File: config.mk
export PLATFORM = sky130hd
export DESIGN_NAME = mul_hilo_sequencer_flat
export DESIGN_NICKNAME = d
export VERILOG_FILES = /design/src/rtl/mul_hilo_sequencer_if.sv /design/src/rtl/mul_hilo_sequencer.sv /design/src/flat_wrapper.sv
export SDC_FILE = /design/constraint.sdc
export NUM_CORES = 1
export LEC_CHECK = 0
export ABC_AREA = 1
export CAP_MARGIN = 20
export CORE_ASPECT_RATIO = 0.9
export CORE_UTILIZATION = 44
export CTS_CLUSTER_SIZE = 28
export DETAILED_ROUTE_END_ITERATION = 10
export GPL_ROUTABILITY_DRIVEN = 0
export GPL_TIMING_DRIVEN = 0
export PLACE_DENSITY = 0.85
export SKIP_LAST_GASP = 1
export SYNTH_ARGS = -nofsm -noshare
export SYNTH_HDL_FRONTEND = slang
export SYNTH_SLANG_ARGS = --single-unit
export TNS_END_PERCENT = 100
File: constraint.sdc
create_clock -name clk -period 2.5 [get_ports clk]
set_input_delay 0.625 -clock clk [delete_from_list [all_inputs] [get_ports clk]]
set_output_delay 0.625 -clock clk [all_outputs]
set_load 0.01 [all_outputs]
File: src/rtl/mul_hilo_sequencer_if.sv
// mul_hilo_sequencer_if: operand/product/handshake bundle between control unit, sequencer and Booth multiplier
interface mul_hilo_sequencer_if;
   logic        start;
   logic [31:0] a_in;
   logic [31:0] b_in;
   logic [31:0] mul_x;
   logic [31:0] mul_y;
   logic [63:0] mul_z;
   logic        busy;
   logic        done;
   logic [31:0] hi_out;
   logic [31:0] lo_out;
   logic        fits32;
   modport slave (
      input  start, a_in, b_in, mul_z,
      output mul_x, mul_y, busy, done, hi_out, lo_out, fits32
   );
   modport master (
      output start, a_in, b_in, mul_z,
      input  mul_x, mul_y, busy, done, hi_out, lo_out, fits32
   );
endinterface

File: src/rtl/mul_hilo_sequencer.sv
// mul_hilo_sequencer: registers operands for the Booth multiplier, waits SETTLE_CYCLES, captures HI/LO.
// Optional MUL_ZERO_SKIP_EN: a zero operand completes in one cycle without waiting on the multiplier.
module mul_hilo_sequencer #(
   parameter int SETTLE_CYCLES = 2
) (
   input logic                 clk,
   input logic                 rst_n,
   mul_hilo_sequencer_if.slave bus
);
   typedef enum logic {IDLE, WAIT} state_t;
   state_t      state_q, state_d;
   logic [3:0]  cnt_q, cnt_d;
   logic [31:0] x_q, x_d, y_q, y_d, hi_q, hi_d, lo_q, lo_d;
   logic        fits_q, fits_d, done_q, done_d;
   logic        zero_op;
   if (SETTLE_CYCLES < 1 || SETTLE_CYCLES > 15) begin : g_bad_settle
      $error("SETTLE_CYCLES must be within 1..15");
   end
`ifdef MUL_ZERO_SKIP_EN
   assign zero_op = (bus.a_in == 32'd0) || (bus.b_in == 32'd0);
`else
   assign zero_op = 1'b0;
`endif
   always_comb begin
      state_d = state_q;
      cnt_d   = cnt_q;
      x_d     = x_q;
      y_d     = y_q;
      hi_d    = hi_q;
      lo_d    = lo_q;
      fits_d  = fits_q;
      done_d  = 1'b0;
      if (state_q == IDLE) begin
         if (bus.start) begin
            x_d = bus.a_in;
            y_d = bus.b_in;
            if (zero_op) begin
               hi_d   = 32'd0;
               lo_d   = 32'd0;
               fits_d = 1'b1;
               done_d = 1'b1;
            end else begin
               cnt_d   = 4'(SETTLE_CYCLES);
               state_d = WAIT;
            end
         end
      end else begin
         cnt_d = cnt_q - 4'd1;
         // counter reaching 1 means the product has had SETTLE_CYCLES edges to settle
         if (cnt_q == 4'd1) begin
            hi_d    = bus.mul_z[63:32];
            lo_d    = bus.mul_z[31:0];
            fits_d  = bus.mul_z[63:32] == {32{bus.mul_z[31]}};
            done_d  = 1'b1;
            state_d = IDLE;
         end
      end
   end
   always_ff @(posedge clk or negedge rst_n) begin
      if (!rst_n) begin
         state_q <= IDLE;
         cnt_q   <= 4'd0;
         x_q     <= 32'd0;
         y_q     <= 32'd0;
         hi_q    <= 32'd0;
         lo_q    <= 32'd0;
         fits_q  <= 1'b0;
         done_q  <= 1'b0;
      end else begin
         state_q <= state_d;
         cnt_q   <= cnt_d;
         x_q     <= x_d;
         y_q     <= y_d;
         hi_q    <= hi_d;
         lo_q    <= lo_d;
         fits_q  <= fits_d;
         done_q  <= done_d;
      end
   end
   assign bus.mul_x  = x_q;
   assign bus.mul_y  = y_q;
   assign bus.busy   = state_q == WAIT;
   assign bus.done   = done_q;
   assign bus.hi_out = hi_q;
   assign bus.lo_out = lo_q;
   assign bus.fits32 = fits_q;
endmodule
File: src/flat_wrapper.sv
// flat-port wrapper written by rule: the top's interface ports become plain ports
module mul_hilo_sequencer_flat 
#(
   parameter int SETTLE_CYCLES = 2
)
  (clk, rst_n, bus_start, bus_a_in, bus_b_in, bus_mul_z, bus_mul_x, bus_mul_y, bus_busy, bus_done, bus_hi_out, bus_lo_out, bus_fits32);
  mul_hilo_sequencer_if bus_i ();
  input logic clk;
  input logic rst_n;
  input wire logic [$bits(bus_i.start)-1:0] bus_start;
  input wire logic [$bits(bus_i.a_in)-1:0] bus_a_in;
  input wire logic [$bits(bus_i.b_in)-1:0] bus_b_in;
  input wire logic [$bits(bus_i.mul_z)-1:0] bus_mul_z;
  output wire logic [$bits(bus_i.mul_x)-1:0] bus_mul_x;
  output wire logic [$bits(bus_i.mul_y)-1:0] bus_mul_y;
  output wire logic [$bits(bus_i.busy)-1:0] bus_busy;
  output wire logic [$bits(bus_i.done)-1:0] bus_done;
  output wire logic [$bits(bus_i.hi_out)-1:0] bus_hi_out;
  output wire logic [$bits(bus_i.lo_out)-1:0] bus_lo_out;
  output wire logic [$bits(bus_i.fits32)-1:0] bus_fits32;
  assign bus_i.start = bus_start;
  assign bus_i.a_in = bus_a_in;
  assign bus_i.b_in = bus_b_in;
  assign bus_i.mul_z = bus_mul_z;
  assign bus_mul_x = bus_i.mul_x;
  assign bus_mul_y = bus_i.mul_y;
  assign bus_busy = bus_i.busy;
  assign bus_done = bus_i.done;
  assign bus_hi_out = bus_i.hi_out;
  assign bus_lo_out = bus_i.lo_out;
  assign bus_fits32 = bus_i.fits32;
  mul_hilo_sequencer #(.SETTLE_CYCLES(SETTLE_CYCLES)) u_core (.clk(clk), .rst_n(rst_n), .bus(bus_i));
endmodule
==> impl_metrics.csv <==
group,metric,value,unit
clocking,holdBufCountCts,0,
clocking,post_cts_buffers,0,
routing,drt_iter0_markers,253,
sta,hold_violations,0,
sta,max_slew_margin,61.72,%
placed_design,io_buffers,261,
floorplanning,die-area,13010,µm²
logic_synthesis,syn-instance-count,497,
routing,dr.pass1.iters,4,
logic_synthesis,netlist.area_leader.share,61.16,%
logic_synthesis,synth_largest_area_cell,"dfrtp_1",
logic_synthesis,syn_area,5524,µm²
finish,layout-drive-gt1-share,14.68,%
grt,grt_antenna_before_repair,0,
sta,finClkSkew,0.01269,ns
finish,area_growth,61.86,%
routing,finalWirelength,16550,µm
clocking,cts_sinks,135,
routing,post_drt_wl_per_cell,17.42,µm
sta,finalCritPeriodShare,84.27,%
sta,setup_viol,0,
critical_path,crit_required,1.88,ns
clocking,cts_resized,0,
grt,overflow,0,
placed_design,dpl.hpwl,11790,µm
sta,period_needed,2.107,ns
critical_path,cp-end-kind,"primary output",
floorplanning,initial_core_util,45.56,%
grt,grt_usage,25.88,%
critical_path,cp_max_fo,6,
grt,grt_pass1_vias,4842,
clocking,clk_path_buf_depth,2,
clocking,cts_max_level,4,
grt,grt_max_degree,79,
worst_hold_path,hp-class,"in -> async",
logic_synthesis,ys_seq_elements,135,
pwr,peakVddDrop,0.7094,mV
routing,ant_nets,0,
sta,drv_slew,0,
logic_synthesis,synth.net_count,630,
finish,fillers,830,
logic_synthesis,ys_types,22,
status,status,"complete, no violations",
critical_path,critical_path_class,"reg -> out",
logic_synthesis,synth_area_per_cell,11.11,µm²
clocking,cts_tree,"built",
finish,multiInputGateArea,1921,µm²
critical_path,cp_slowest_stage_delay,0.62,ns
routing,num_vias,4587,
logic_synthesis,yosys-top-cells-area,"dfrtp_1, nand2_1, mux2_4, mux2_2, nor2_1",
logic_synthesis,yosysWarnings,0,
pwr,p_leak,0.004234,µW
pwr,total_power,11290,µW
clocking,insertion_delay,0.43,ns
placed_design,place_ws,0.5173,ns
critical_path,critPathBufInv,1,
pwr,p_per_area,1263,nW/µm²
routing,routed_via_density,4.828,
routing,drc_errors,0,
sta,worst_pin_slew,0.5742,ns
clocking,cts_root_buffer,"clkbuf_16",
finish,final-seq-area,3378,µm²
floorplanning,design.core.area,12120,µm²
floorplanning,num_rows,38,
critical_path,cp_cell_sequence,"clkdlybuf4s50_1",
job,max_cap_violations,0,
critical_path,crit_slowest_cell,"clkdlybuf4s50_1",
floorplanning,die_y,108.3,µm
grt,grt_first_pass_wirelength,25010,µm
sta,fmax,0.4747,GHz
critical_path,cpLargestDelayFamily,"buffers and inverters",
logic_synthesis,yosysSeqAreaShare,61.16,%
finish,final_nets,911,
clocking,numCtsBuffers,17,
sta,final.setup.worst_slack,0.3932,ns
finish,n_antenna_cell,0,
floorplanning,pin_count,262,
critical_path,cp-start-kind,"register",
floorplanning,die_w,120.1,µm
sta,setup_tns,0,ns
critical_path,arrival,1.48,ns
sta,rsz0062_at_grt,"false",
clocking,clkTransAtPathRegs,0.06,ns
-- layout make-up --
type / instances / area share [%]
multi-input cells: 325 / 21.48
plain buffers: 21 / 1.847
flip-flops and latches: 135 / 37.78
repair buffers: 262 / 29.54
inverters: 16 / 0.6717
well taps: 160 / 2.239
clock inverters: 8 / 1.092
clock buffers: 23 / 5.346
-- layer usage --
layer,routed length (µm),GRT usage [%]
met1,6228,26.96
met2,8451,45.85
met3,1613,11.87
met4,254,9.286
met5,0,0
-- final timing paths --
kind | startpoint | cells past startpoint | slack (ns) | to
min | rst_n | 1 | 0.16 | u_core.bus.hi_out[17]
min in group clk | u_core.bus.lo_out[24] | 2 | 0.47 | u_core.bus.lo_out[24]
min reg2reg | u_core.bus.lo_out[24] | 2 | 0.47 | u_core.bus.lo_out[24]
max | u_core.bus.busy | 1 | 0.39 | bus_busy
max in group asynchronous | rst_n | 2 | 1.58 | u_core.bus.mul_y[4]
max reg2reg | u_core.cnt_q[1] | 9 | 0.95 | u_core.bus.lo_out[26]
-- layout by cell type (no fill, tap or decap), types with 4 or more instances in the layout --
cell type	n
clkdlybuf4s50_1	260
nand2_1	204
dfrtp_1	135
mux2_4	38
mux2_2	26
nor2_1	24
clkbuf_16	17
inv_1	14
o21ai_0	14
buf_4	7
buf_2	6
clkbuf_1	6
nand3_1	5
buf_8	4
nor3_1	4
-- kinds of logic (layout without fill, tap and decap cells) --
logic type                 after synthesis  in the layout  share of synthesized area [%]
AOI/OAI and AO/OA                       16             16                          1.540
muxes                                   64             64                          15.63
adders and majority gates                2              2                         0.4529
and+or+nand+nor                        243            243                          17.15
buffers and inverters                   37            330                          4.077
DFF                                    135            135                          61.16
-- cells in the mapped netlist --
master,count
nand2_1,204
dfrtp_1,135
mux2_4,38
mux2_2,26
nor2_1,24
inv_1,14
o21ai_0,14
buf_4,7
buf_2,6
nand3_1,5
buf_8,4
nor3_1,4
clkbuf_1,3
nand3b_1,3
ha_1,2
inv_2,2
a22oi_1,1
buf_6,1
nand2_2,1
nand4_1,1
nor2_4,1
o21bai_1,1
-- flip-flops by register name, indices dropped and copies added, names as in the netlist --
| signal | cells |
|---|---|
| u_core.bus.lo_out | 32 |
| u_core.bus.mul_x | 32 |
| u_core.bus.fits32 | 1 |
| u_core.bus.mul_y | 32 |
| u_core.bus.busy | 1 |
| u_core.bus.done | 1 |
| u_core.bus.hi_out | 32 |
| u_core.cnt_q | 4 |
-- report_power, final --
group	internal [µW]	switching, µW	total [µW]	leakage (µW)
clock	1540	930	2470	0.000275
sequential	3280	645	3920	0.00164
combinational	2890	2010	4900	0.00232
total	7700	3590	11300	0.00423
-- stage by stage --
stage / area, µm² / util, % / hold WS (ns) / std cells
CTS: 8941 / 73.75 / 0.1905 / 950
finish: 8941 / 73.75 / 0.1623 / 950
global placement: 8337 / 68.76 / 0.4543 / 918
global route: 8941 / 73.75 / 0.2023 / 950
detailed placement: 8366 / 69.00 / 0.4576 / 919
floorplan: 5524 / - / 0.3294 / 497
(Power assumes the default switching activity.)
